**config.mk**
```make
export PLATFORM = sky130hd
export DESIGN_NAME = lock_sequencer
export DESIGN_NICKNAME = d
export VERILOG_FILES = /design/src/rtl/lock_pkg.sv /design/src/rtl/sec_tick.sv /design/src/rtl/lock_sequencer.sv
export SDC_FILE = /design/constraint.sdc
export NUM_CORES = 1
export LEC_CHECK = 0
export ABC_CLOCK_PERIOD_IN_PS = 2380
export CORE_MARGIN = 2
export CORE_UTILIZATION = 25
export DETAILED_ROUTE_END_ITERATION = 6
export SKIP_CTS_REPAIR_TIMING = 1
export SYNTH_ARGS = -nofsm -noshare
export SYNTH_HDL_FRONTEND = slang
export SYNTH_SLANG_ARGS = --single-unit
```
**constraint.sdc**
```tcl
create_clock -name clk -period 2.38 [get_ports clk]
set_input_delay 0.476 -clock clk [delete_from_list [all_inputs] [get_ports clk]]
set_output_delay 0.476 -clock clk [all_outputs]
set_load 0.01 [all_outputs]
```
**src/rtl/lock_pkg.sv**
```systemverilog
// Shared types for the combination-lock mode controller: mode encodings
// (also decoded by the LED logic) and the BCD digit type.
package lock_pkg;

  typedef enum logic [1:0] {
    MODE_SET     = 2'b00,
    MODE_LOCKED  = 2'b01,
    MODE_LOCKOUT = 2'b10,
    MODE_OPEN    = 2'b11
  } mode_e;

  typedef logic [3:0] bcd_t;

endpackage

```
**src/rtl/sec_tick.sv**
```systemverilog
// One-second prescaler: free-running 0..TICKS_PER_SEC-1, tick is high in the
// cycle the counter wraps; restart forces the count back to zero.
module sec_tick #(
  parameter int unsigned TICKS_PER_SEC = 50_000_000
) (
  input  logic clk,
  input  logic rst_n,
  input  logic restart,
  output logic tick
);

  localparam int unsigned CW = (TICKS_PER_SEC > 1) ? $clog2(TICKS_PER_SEC) : 1;
  localparam logic [CW-1:0] LAST = CW'(TICKS_PER_SEC - 1);

  logic [CW-1:0] cnt_q, cnt_d;

  assign tick = (cnt_q == LAST);

  always_comb begin
    cnt_d = cnt_q + CW'(1);
    if (restart || tick) cnt_d = '0;
  end

  always_ff @(posedge clk or negedge rst_n) begin
    if (!rst_n) cnt_q <= '0;
    else        cnt_q <= cnt_d;
  end

endmodule

```
**src/rtl/lock_sequencer.sv**
```systemverilog
// Lock mode controller: SET / LOCKED / LOCKOUT / OPEN sequencing, failed-attempt
// counting, escalating BCD lockout countdown and idle relock of an open lock.
module lock_sequencer
  import lock_pkg::*;
#(
  parameter int unsigned TICKS_PER_SEC = 50_000_000,
  parameter int unsigned MAX_ATTEMPTS  = 3,
  parameter int unsigned BASE_LOCK_SEC = 10,
  parameter int unsigned MAX_LOCK_SEC  = 90,
  parameter int unsigned IDLE_SEC      = 30
) (
  input  logic       clk,
  input  logic       rst_n,
  input  logic       submit,
  input  logic       match,
  input  logic       change_req,
  input  logic       key_activity,
  output logic [1:0] mode,
  output logic       clr_pw,
  output logic       clr_guess,
  output logic [1:0] attempts_left,
  output bcd_t       lock_tens,
  output bcd_t       lock_ones,
  output logic       lock_active
);

  localparam int unsigned IW = $clog2(IDLE_SEC + 1);
  localparam logic [1:0]    ATT_INIT = 2'(MAX_ATTEMPTS);
  localparam logic [6:0]    DUR_BASE = 7'(BASE_LOCK_SEC);
  localparam logic [7:0]    DUR_MAX  = 8'(MAX_LOCK_SEC);
  localparam logic [IW-1:0] IDLE_LAST = IW'(IDLE_SEC - 1);

  mode_e         mode_q, mode_d;
  logic [1:0]    att_q, att_d;
  bcd_t          tens_q, tens_d, ones_q, ones_d;
  logic [6:0]    dur_q, dur_d;
  logic [IW-1:0] idle_q, idle_d;
  logic          pend_q;
  logic          clr_pw_q, clr_pw_d;
  logic          clr_guess_q, clr_guess_d;
  logic          lock_act_q, lock_act_d;
  logic          restart, tick;
  logic [7:0]    dur_dbl;
  logic [6:0]    dur_next;

  function automatic logic [7:0] to_bcd(input logic [6:0] v);
    return {4'(v / 7'd10), 4'(v % 7'd10)};
  endfunction

  sec_tick #(
    .TICKS_PER_SEC(TICKS_PER_SEC)
  ) u_tick (
    .clk    (clk),
    .rst_n  (rst_n),
    .restart(restart),
    .tick   (tick)
  );

  assign dur_dbl  = {dur_q, 1'b0};
  assign dur_next = (dur_dbl > DUR_MAX) ? DUR_MAX[6:0] : dur_dbl[6:0];

  always_comb begin
    mode_d      = mode_q;
    att_d       = att_q;
    tens_d      = tens_q;
    ones_d      = ones_q;
    dur_d       = dur_q;
    idle_d      = idle_q;
    clr_pw_d    = pend_q;
    clr_guess_d = 1'b0;
    restart     = 1'b0;

    unique case (mode_q)
      MODE_SET: begin
        if (submit) begin
          mode_d      = MODE_LOCKED;
          att_d       = ATT_INIT;
          clr_guess_d = 1'b1;
        end
      end
      MODE_LOCKED: begin
        if (submit) begin
          clr_guess_d = 1'b1;
          if (match) begin
            mode_d  = MODE_OPEN;
            att_d   = '0;
            dur_d   = DUR_BASE;
            idle_d  = '0;
            restart = 1'b1;
          end else if (att_q > 2'd1) begin
            att_d = att_q - 2'd1;
          end else begin
            mode_d           = MODE_LOCKOUT;
            att_d            = '0;
            {tens_d, ones_d} = to_bcd(dur_q);
            dur_d            = dur_next;
            restart          = 1'b1;
          end
        end
      end
      MODE_LOCKOUT: begin
        // 00 is held for one cycle, then the lock returns to LOCKED
        if (tens_q == 4'd0 && ones_q == 4'd0) begin
          mode_d      = MODE_LOCKED;
          att_d       = ATT_INIT;
          clr_guess_d = 1'b1;
        end else if (tick) begin
          if (ones_q == 4'd0) begin
            ones_d = 4'd9;
            tens_d = tens_q - 4'd1;
          end else begin
            ones_d = ones_q - 4'd1;
          end
        end
      end
      MODE_OPEN: begin
        if (change_req) begin
          mode_d   = MODE_SET;
          clr_pw_d = 1'b1;
        end else if (submit) begin
          mode_d      = MODE_LOCKED;
          att_d       = ATT_INIT;
          clr_guess_d = 1'b1;
        end else if (key_activity) begin
          idle_d = '0;
        end else if (tick) begin
          if (idle_q == IDLE_LAST) begin
            mode_d      = MODE_LOCKED;
            att_d       = ATT_INIT;
            clr_guess_d = 1'b1;
          end else begin
            idle_d = idle_q + IW'(1);
          end
        end
      end
      default: mode_d = MODE_SET;
    endcase

    lock_act_d = (mode_d == MODE_LOCKOUT);
  end

  always_ff @(posedge clk or negedge rst_n) begin
    if (!rst_n) begin
      mode_q      <= MODE_SET;
      att_q       <= '0;
      tens_q      <= '0;
      ones_q      <= '0;
      dur_q       <= DUR_BASE;
      idle_q      <= '0;
      pend_q      <= 1'b1;
      clr_pw_q    <= 1'b0;
      clr_guess_q <= 1'b0;
      lock_act_q  <= 1'b0;
    end else begin
      mode_q      <= mode_d;
      att_q       <= att_d;
      tens_q      <= tens_d;
      ones_q      <= ones_d;
      dur_q       <= dur_d;
      idle_q      <= idle_d;
      pend_q      <= 1'b0;
      clr_pw_q    <= clr_pw_d;
      clr_guess_q <= clr_guess_d;
      lock_act_q  <= lock_act_d;
    end
  end

  assign mode          = mode_q;
  assign clr_pw        = clr_pw_q;
  assign clr_guess     = clr_guess_q;
  assign attempts_left = att_q;
  assign lock_tens     = tens_q;
  assign lock_ones     = ones_q;
  assign lock_active   = lock_act_q;

endmodule

```
==> flow_metrics.tcl <==
set metrics [dict create \
    slowest_stage "dfstp_2" \
    slew_headroom_pct 63.0 \
    yosysUniqueCellTypes 71 \
    worstPathRequired_ns 2.59 \
    drc 0 \
    synth_edf_count 0 \
    skew_ns 0.00547 \
    ys_seq_elements 53 \
    syn-num-nets 384 \
    cts_buffer_depth 2 \
    pin_count 21 \
    r2r_slack_ns 0.03 \
    cts_tree "built" \
    vias 2941 \
    numPortBuffers 20 \
    clkLatencyLatePin_ns 0.29 \
    cts_made_buffers 5 \
    final.setup.worst_slack_ns 0.0327 \
    async_reset_ff_share_pct 100 \
    drv_slew 0 \
    place_congestion 0.873 \
    antenna_found_initial 0 \
    syn_area_per_cell_um2 8.91 \
    initial_utilization_pct 25.3 \
    rows 42 \
    pre_cts_ws_ns -0.149 \
    path_cells "nor2b_2 -> xnor2_1 -> o31ai_2 -> inv_1 -> ha_4 -> a2bb2oi_2 -> o2111ai_2 -> or4b_1 -> a31oi_1" \
    holdWs_ns 0.166 \
    start_kind "flop" \
    stdcell_area_um2 4450 \
    drive_gt1_share_pct 24.8 \
    hold_path_class "primary input to async pin" \
    die_area_um2 14200 \
    instances_no_fill 627 \
    synth_ff_type "dfrtp_1" \
    crit_fanout 5 \
    hpwl_mm 6.14 \
    first_iter_violations 130 \
    cp_data_arrival_time_ns 2.56 \
    dp.cells 614 \
    finalCritPeriodShare_pct 98.6 \
    grt_pass1_wl_mm 13.7 \
    drt_first_pass_iters 4 \
    worst_pin_slew_ns 0.551 \
    drt_wl_total_mm 8.30 \
    fmax_mhz 426 \
    power.density_nw_per_um2 1170 \
    syn_area_um2 3310 \
    nets 462 \
    r2r_cells 9 \
    grt_use_total_pct 11.7 \
    slowest_delay_ns 0.57 \
    final_common_cell "buf_4" \
    die_w_um 119 \
    grt_pass1_vias 2942 \
    path_clk_slew_ns 0.07 \
    setup_viol 0 \
    status "finished clean" \
    place_area_um2 4150 \
    clock_sinks 53 \
    antenna_cells 0 \
    h-tree-depth 2 \
    peakVddDrop_mv 0.601 \
    ys_seq_area_share_pct 40.1 \
    cts_root_buf "clkbuf_16" \
    final_cell_mix "64 x buf_4, 50 x dfrtp_1, 46 x nor2_1" \
    p_leak_nw 1.92 \
    maxCapViolCount 0 \
    drt-vias-per-instance 4.69 \
    grt_max_degree 33 \
    period_minus_slack_ns 2.35 \
    r2r-end "lock_ones[3]" \
    yosysWarnings 0 \
    area_growth_pct 34.1 \
    rsz0062_at_grt "yes" \
    die_y_um 119 \
    finalHoldViolCount 0 \
    critPathKind "flop to flop" \
    reg2reg_from "dur_q[3]" \
    core_um2 13100 \
    synth_cells 372 \
    wire_per_inst_um 13.2 \
    drtAntennaViolNets 0 \
    cp-end-kind "flop" \
    grt_overflow_total 0 \
]
==> report_power, final <==
group / total (W) / internal (W) / switching (W)
Clock: 0.000824 / 0.000499 / 0.000324
Combinational: 0.00300 / 0.00151 / 0.00149
Sequential: 0.00138 / 0.00112 / 0.000255
Total: 0.00520 / 0.00313 / 0.00207
==> worst max path at each step <==
stage | cells past startpoint | startpoint | end | slack (ns)
floorplan | 10 | dur_q[3] | lock_ones[3] | -0.08
global placement | 6 | key_activity | lock_tens[1] | -0.13
detailed placement | 6 | key_activity | lock_tens[1] | -0.15
CTS | 9 | dur_q[3] | lock_ones[3] | -0.11
global route | 9 | dur_q[3] | lock_ones[3] | -0.12
finish | 9 | dur_q[3] | lock_ones[3] | 0.03
==> worst max-delay path: cells and delay by family, from the launching register on <==
kind                     cells  cell delay, ns
AO/OA/AOI/OAI                4            0.74
flip-flops                   1            0.57
AND/OR/NAND/NOR              2            0.52
adder cells (fa/ha/maj)      1            0.19
XOR/XNOR                     1            0.14
buffers and inverters        1            0.11
==> cells in the mapped netlist (5+ instances only) <==
library cell	n	area [um^2]
nand3_1	13	65.1
xor2_1	16	140
nand2_1	28	105
nand4_1	5	31.3
nor2b_1	7	43.8
xnor2_1	10	87.6
o21ai_0	19	95.1
and3_1	7	43.8
nor3_1	10	50.1
nand2b_1	7	43.8
a211oi_1	5	37.5
dfrtp_1	50	1250
inv_1	14	52.6
a21oi_1	22	110
ha_1	6	75.1
nor2_1	46	173
clkbuf_1	12	45.0
==> area by class of cell <==
cell class	instances	area, um^2
fillers	1328	8640
multi-input cells	289	1950
flip-flops and latches	53	1330
repair buffers	87	727
well taps	176	220
clock buffers	6	129
inverters	14	52.6
clock inverters	2	38.8
==> state kept, by name (all words and copies together), names as in the netlist <==
name and count:
idle_q 5, u_tick.cnt_q 26, dur_q 6, mode 2, pend_q 1, lock_active 1, clr_guess 1, attempts_left 2
lock_tens 4, clr_pw 1, lock_ones 4
==> per-stage QoR <==
stage	TNS, ns	power (W)	utilization (%)
3_3_place_gp	-0.333	0.00407	31.7
3_5_place_dp	-0.472	0.00413	31.7
6_report	0	0.00520	34.0
5_1_grt	-0.496	0.00564	34.0
2_1_floorplan	-0.0782	0.00295	-
4_1_cts	-0.338	0.00498	33.0
==> routing by layer <==
| metal | GRT usage, % | wire length (um) |
|---|---|---|
| met1 | 15.0 | 3730 |
| met2 | 20.5 | 4220 |
| met3 | 1.53 | 176 |
| met4 | 3.20 | 174 |
| met5 | 0 | 0 |
==> cell families after synthesis <==
| logic type | Yosys count | share of synthesized area [%] |
|---|---|---|
| multiplexers | 4 | 1.25 |
| AND/OR/NAND/NOR | 163 | 27.2 |
| buffers and inverters | 30 | 3.70 |
| adder cells (fa/ha/maj) | 6 | 2.26 |
| flip-flops | 53 | 40.1 |
| other | 1 | 0.113 |
| AO/OA/AOI/OAI | 89 | 18.5 |
| XOR/XNOR | 26 | 6.87 |
No activity file was read; power rests on OpenSTA's default activity.
